<file path="src/rtl/load_unit_pkg.sv">
// Shared opcodes, FSM state type and decode helpers for the MIPS load unit.
package load_unit_pkg;

   localparam logic [5:0] OP_LB  = 6'b100000;
   localparam logic [5:0] OP_LH  = 6'b100001;
   localparam logic [5:0] OP_LWL = 6'b100010;
   localparam logic [5:0] OP_LW  = 6'b100011;
   localparam logic [5:0] OP_LBU = 6'b100100;
   localparam logic [5:0] OP_LHU = 6'b100101;
   localparam logic [5:0] OP_LWR = 6'b100110;

   typedef enum logic [1:0] {IDLE, REQ, DONE} state_e;

   function automatic logic is_legal_load(input logic [5:0] op);
      case (op)
         OP_LB, OP_LH, OP_LWL, OP_LW, OP_LBU, OP_LHU, OP_LWR: return 1'b1;
         default:                                             return 1'b0;
      endcase
   endfunction

   // LB/LBU/LWL/LWR are byte-granular and can never be misaligned.
   function automatic logic is_misaligned(input logic [5:0] op, input logic [1:0] offset);
      case (op)
         OP_LH, OP_LHU: return offset[0];
         OP_LW:         return offset != 2'b00;
         default:       return 1'b0;
      endcase
   endfunction

endpackage

</file>
<file path="src/rtl/load_merge.sv">
// Combinational lane extraction, sign/zero extension and LWL/LWR merge of a
// big-endian memory word with the current rt value.
module load_merge
   import load_unit_pkg::*;
(
   input  logic [5:0]  opcode_i,
   input  logic [1:0]  offset_i,
   input  logic [31:0] rd_i,
   input  logic [31:0] rt_i,
   output logic [31:0] result_o
);

   logic [7:0]  byte_v;
   logic [15:0] half_v;

   always_comb begin
      // NOTE: every variable gets a default first so no path infers a latch.
      byte_v   = rd_i[31:24];
      half_v   = offset_i[1] ? rd_i[15:0] : rd_i[31:16];
      result_o = '0;

      case (offset_i)
         2'd0:    byte_v = rd_i[31:24];
         2'd1:    byte_v = rd_i[23:16];
         2'd2:    byte_v = rd_i[15:8];
         default: byte_v = rd_i[7:0];
      endcase

      case (opcode_i)
         OP_LB:  result_o = {{24{byte_v[7]}}, byte_v};
         OP_LBU: result_o = {24'h0, byte_v};
         OP_LH:  result_o = {{16{half_v[15]}}, half_v};
         OP_LHU: result_o = {16'h0, half_v};
         OP_LW:  result_o = rd_i;
         OP_LWL: begin
            case (offset_i)
               2'd0:    result_o = rd_i;
               2'd1:    result_o = {rd_i[23:0], rt_i[7:0]};
               2'd2:    result_o = {rd_i[15:0], rt_i[15:0]};
               default: result_o = {rd_i[7:0], rt_i[23:0]};
            endcase
         end
         OP_LWR: begin
            case (offset_i)
               2'd0:    result_o = {rt_i[31:8], rd_i[31:24]};
               2'd1:    result_o = {rt_i[31:16], rd_i[31:16]};
               2'd2:    result_o = {rt_i[31:24], rd_i[31:8]};
               default: result_o = rd_i;
            endcase
         end
         default: result_o = '0;
      endcase
   end

endmodule

</file>
<file path="src/rtl/load_unit.sv">
// Sequential MIPS load unit: one word-aligned read per load, wait-request
// handshake with timeout. Define LOAD_UNIT_MISALIGN_TRAP_EN to trap misaligned LH/LHU/LW.
module load_unit
   import load_unit_pkg::*;
#(
   parameter int ADDR_WIDTH     = 32,
   parameter int TIMEOUT_CYCLES = 16
) (
   input  logic                  clk,
   input  logic                  reset,
   input  logic                  start,
   input  logic [5:0]            opcode,
   input  logic [ADDR_WIDTH-1:0] address,
   input  logic [31:0]           reg_rt,
   output logic [ADDR_WIDTH-1:0] mem_address,
   output logic                  mem_read,
   input  logic                  mem_waitrequest,
   input  logic [31:0]           mem_readdata,
   output logic                  busy,
   output logic                  done,
   output logic [31:0]           result,
   output logic                  error
);

   localparam int CNT_W = $clog2(TIMEOUT_CYCLES + 1);
   localparam logic [CNT_W-1:0] TIMEOUT_LIM = CNT_W'(TIMEOUT_CYCLES);

   state_e                  state_q;
   logic [5:0]              op_q;
   logic [1:0]              off_q;
   logic [31:0]             rt_q;
   logic [CNT_W-1:0]        cnt_q, cnt_d;
   logic [ADDR_WIDTH-1:0]   mem_address_q;
   logic                    mem_read_q, busy_q, done_q, error_q;
   logic [31:0]             result_q, result_d;
   logic                    reject;

   assign cnt_d = cnt_q + CNT_W'(1);

`ifdef LOAD_UNIT_MISALIGN_TRAP_EN
   assign reject = !is_legal_load(opcode) || is_misaligned(opcode, address[1:0]);
`else
   assign reject = !is_legal_load(opcode);
`endif

   load_merge u_merge (
      .opcode_i (op_q),
      .offset_i (off_q),
      .rd_i     (mem_readdata),
      .rt_i     (rt_q),
      .result_o (result_d)
   );

   // NOTE: sequential state uses non-blocking assignments only, so every
   // register samples the pre-edge values regardless of statement order.
   always_ff @(posedge clk) begin
      if (reset) begin
         state_q       <= IDLE;
         op_q          <= '0;
         off_q         <= '0;
         rt_q          <= '0;
         cnt_q         <= '0;
         mem_address_q <= '0;
         mem_read_q    <= 1'b0;
         busy_q        <= 1'b0;
         done_q        <= 1'b0;
         error_q       <= 1'b0;
         result_q      <= '0;
      end else begin
         done_q  <= 1'b0;
         error_q <= 1'b0;
         case (state_q)
            IDLE, DONE: begin
               if (!start) begin
                  state_q <= IDLE;
               end else if (reject) begin
                  state_q  <= DONE;
                  done_q   <= 1'b1;
                  error_q  <= 1'b1;
                  result_q <= '0;
               end else begin
                  state_q       <= REQ;
                  op_q          <= opcode;
                  off_q         <= address[1:0];
                  rt_q          <= reg_rt;
                  cnt_q         <= '0;
                  mem_address_q <= {address[ADDR_WIDTH-1:2], 2'b00};
                  mem_read_q    <= 1'b1;
                  busy_q        <= 1'b1;
               end
            end
            REQ: begin
               if (!mem_waitrequest) begin
                  state_q    <= DONE;
                  result_q   <= result_d;
                  done_q     <= 1'b1;
                  mem_read_q <= 1'b0;
                  busy_q     <= 1'b0;
               end else if (cnt_d == TIMEOUT_LIM) begin
                  state_q    <= DONE;
                  result_q   <= '0;
                  done_q     <= 1'b1;
                  error_q    <= 1'b1;
                  mem_read_q <= 1'b0;
                  busy_q     <= 1'b0;
               end else begin
                  cnt_q <= cnt_d;
               end
            end
            default: state_q <= IDLE;
         endcase
      end
   end

   assign mem_address = mem_address_q;
   assign mem_read    = mem_read_q;
   assign busy        = busy_q;
   assign done        = done_q;
   assign error       = error_q;
   assign result      = result_q;

endmodule
</file>
<file path="config.mk">
export PLATFORM = sky130hd
export DESIGN_NAME = load_unit
export DESIGN_NICKNAME = d
export VERILOG_FILES = /design/src/rtl/load_unit_pkg.sv /design/src/rtl/load_merge.sv /design/src/rtl/load_unit.sv
export SDC_FILE = /design/constraint.sdc
export NUM_CORES = 1
export LEC_CHECK = 0
export ABC_CLOCK_PERIOD_IN_PS = 2350
export CELL_PAD_IN_SITES_DETAIL_PLACEMENT = 1
export CELL_PAD_IN_SITES_GLOBAL_PLACEMENT = 1
export CORE_ASPECT_RATIO = 0.5
export CORE_MARGIN = 2
export CORE_UTILIZATION = 34
export DETAILED_ROUTE_END_ITERATION = 8
export MAX_ROUTING_LAYER = met4
export PLACE_DENSITY_LB_ADDON = 0.12
export SYNTH_ARGS = -nofsm -noshare
export SYNTH_HDL_FRONTEND = slang
export SYNTH_SLANG_ARGS = --single-unit
export TNS_END_PERCENT = 30
</file>
<file path="constraint.sdc">
create_clock -name clk -period 2.35 [get_ports clk]
set_input_delay 0.47 -clock clk [delete_from_list [all_inputs] [get_ports clk]]
set_output_delay 0.47 -clock clk [all_outputs]
set_load 0.05 [all_outputs]
</file>
==> results.txt <==
The run finished with clean final reports. The final non-filler cell area is 0.00816 sq mm. The number of instances on the worst hold path is 2. The async set or reset register ratio after synthesis came out at 0%. The arrival time of data at the critical path endpoint is 2.52 ns. The floorplan step set the die width to 187 um. After layout, the minimum clock period comes to 2.22 ns. The pin slew with the least headroom to its limit came out at 0.656 ns. The layout-stage area growth over the synthesis result is 42.8%. The final setup violation count came out at 0. The footprint of the multi-input gates came out at 0.00319 sq mm. The met2 routed wirelength is 9240 um.

Sequential cells were found to cover 39.2% of the synthesized design area. The worst setup path is launched from a register. The area of the mapped netlist came out at 0.00572 sq mm. The placeable core region is 0.0164 sq mm. The worst reg2reg path depth came out at 5. In this run the static leakage power is 2.77 nW. The ratio of cells with drive above 1 in the final layout is 9.73%. The combined flip-flop and latch cell area is 0.00225 sq mm. The power per unit of standard cell area is 504 mW/mm^2. The number of stages on the worst setup path is 5. The final layout net count is 966. Wires add up to 21,700 um. The cell count after synthesis is 695. The remaining antenna violation count came out at 0. In the synthesized netlist the dominant register cell turns out to be dfxtp_1. On the critical path the largest part of the delay comes from simple AND/OR/NAND/NOR gates. The number of hold violations in the final report came out at 0.

The maximum single-stage delay on the critical path is 0.66 ns. The register-to-register path setup slack is 0.13 ns. The final count of pins violating max slew is 0. The largest individual stage delay along the critical path comes from the cell or4b_4. The via count of the first global-routing pass came out at 6,037. The final global-route overflow total came out at 0. Yosys mapped a number of flops with a built-in enable equal to 0. The biggest fanout along the worst timing path is 13.

The Yosys warning count came out at 0. Traced cell by cell, the critical path runs through or4b_4 > nor2_4 > a22oi_1 > a31oi_1 > a21o_1. The later pin in the worst-skew pair is clocked with a latency of 0.37 ns. The pin count of the biggest net entering global routing is 55. The aggregate global-route resource usage came out at 25.3%. The count of standard-cell rows came out at 33. For this run, the top clock speed supported by timing is 451 MHz. The sink count of the clock tree is 112. The number of vias in the routed layout came out at 5,959. The cell at the root of the clock tree is clkbuf_16. The remaining routing DRC violations came out at 0. Summing all placed instances gives a cell area of 0.00781 sq mm. In this run, distinct cell masters in the synthesized netlist total 61. For the worst setup path, the data required time is 2.66 ns. The path class of the lowest-slack min-delay path is in -> reg.

The global-route wire length before repair came out at 33,800 um. The largest voltage drop on the vdd net came out at 0.349 mV. The final HPWL from detailed placement came out at 15,500 um. The height of the die is 95.7 um. After layout, the worst setup slack is 0.134 ns. The post-route clock period utilization came out at 94.3%. Counting both buffers and inverters, the worst setup path holds a total of 0. 174 I/O pins were placed. The final-layout setup total negative slack came out at 0 ns. Dividing the detail-routed wire length by the instance count gives 19.9 um.

The number of detailed-route iterations in the first pass is 5. In this run the top signal layer used is met4. Setup repair after global routing left no endpoint under its margin. The number of maximum-capacitance violations is 0. The H-tree generated during clock tree synthesis spans 3 levels.

The clock tree from TritonCTS is built. The routed design uses 1840 um of met3 wire. The flip-flop and latch count after synthesis is 112. The relative slew slack is 55.1%. In this run the deepest clock path goes through 2 buffers. The worst clock skew came out at 0.0128 ns.

The per-instance average area after synthesis is 8.22 sq um. The placer congestion estimate is 0.859. The die covers 0.0179 sq mm. The count of filler cells inserted in the layout came out at 1,942. The via count normalized by instance count is 5.46. During placement, the flow inserted port buffers numbering 171. The first routing iteration left 470 violations. Once the floorplan was initialized, standard cells occupied 34.9% of the core. The number of clock buffers inserted by TritonCTS came out at 9. The worst setup path is captured at a register. The number of antenna violations at the first check in global routing is 2. The worst setup path is of the reg -> reg kind.

After clock tree synthesis, the clock-pin slew on the worst setup and hold paths is 0.08 ns. After detailed routing, the wire length on met1 is 10,500 um. The worst slack at placement came out at -0.222 ns.
cells by family (layout without fill, tap and decap cells):
family / after synthesis / in the layout / share of synthesized area, %
DFF: 112 / 112 / 39.2
adders and majority gates: 2 / 2 / 0.438
other: 1 / 4 / 0.0656
muxes: 45 / 45 / 8.43
buffers and inverters: 64 / 231 / 5.39
and+or+nand+nor: 255 / 255 / 20.6
AOI/OAI and AO/OA: 216 / 216 / 25.9
layout by cell type, fill, tap and decap left out, drive strengths merged, types with 4 or more instances in the layout:
cell / n
dfxtp: 112
a211oi: 18
a31oi: 17
a22o: 4
clkinv: 4
o2111ai: 7
nor2: 24
nor2b: 11
mux2i: 38
nor4: 5
a21oi: 77
nand3: 11
o2bb2ai: 15
clkdlybuf4s50: 170
a32oi: 6
mux2: 5
a21o: 19
a22oi: 19
nand2: 168
nor3b: 6
nand2b: 8
o211ai: 9
inv: 6
a2111oi: 4
buf: 42
clkbuf: 9
o21ai: 8
where the power goes:
part | internal [W] | switching, W | total [W]
registers | 0.00192 | 0.0000239 | 0.00195
clock network | 0.000767 | 0.000852 | 0.00162
logic | 0.000270 | 0.000275 | 0.000545
flip-flops by register name, indices dropped and copies added, names as in the netlist:
register	count
cnt_q	5
op_q	6
busy	1
state_q	2
result	32
off_q	2
rt_q	32
error	1
mem_address	30
done	1
per-layer routing:
layer  GRT usage, %  up-vias
met5              -        -
met4           4.30        0
met3           6.66       19
met2           38.3      218
met1           34.4     2901
li1               -     2821
per-stage QoR:
| step | utilization [%] | hold WS [ns] | total power [W] | std cells |
|---|---|---|---|---|
| finish | 49.8 | 0.421 | 0.00411 | 1092 |
| floorplan | - | 0.436 | 0.00221 | 696 |
| global route | 49.8 | 0.427 | 0.00426 | 1092 |
| detailed placement | 47.7 | 0.442 | 0.00253 | 1072 |
| CTS | 49.6 | 0.415 | 0.00415 | 1088 |
| global placement | 47.7 | 0.437 | 0.00253 | 1072 |
cell type report:
type / instances / share of cell area (%)
clock inverter: 7 / 1.06
timing repair buffer: 212 / 25.9
clock buffer: 9 / 2.76
tap: 227 / 3.48
sequential: 112 / 27.5
multi-input combinational: 520 / 39.1
antenna: 2 / 0.0613
inverter: 3 / 0.138
cells in the mapped netlist (3+ instances only):
master	count	area, sq um
nand2_1	168	631
inv_1	3	11.3
a22o_1	4	35.0
a2111oi_0	4	35.0
o2bb2ai_1	15	131
nor2b_1	11	68.8
buf_1	3	11.3
clkbuf_1	33	124
a21oi_1	77	385
nor4_1	5	31.3
a32oi_1	6	52.6
dfxtp_1	112	2240
a21o_1	19	143
a22oi_1	19	143
a31oi_1	17	106
mux2i_1	38	380
nand3_1	11	55.1
buf_6	3	33.8
a211oi_1	18	135
o211ai_1	8	60.1
buf_4	7	52.6
o2111ai_1	7	61.3
nand2b_1	8	50.1
buf_2	15	75.1
o21ai_0	8	40.0
nor3b_1	6	45.0
mux2_2	5	56.3
nor2_1	21	78.8
worst paths after layout:
check / startpoint / endpoint
worst min register to register: mem_address[19] / mem_address[19]
worst min-delay path: reset / cnt_q[0]
worst max register to register: op_q[2] / result[30]
worst max-delay path: op_q[2] / result[30]
timing repair:
item / CTS / global route
hold buffers: 0 / 0
resized for setup: 1 / 1
setup buffers: 0 / 2
setup endpoints to repair: 1 / 7
pin swaps: 0 / 1
gates cloned: 0 / 0
No activity file was read; power rests on OpenSTA's default activity.
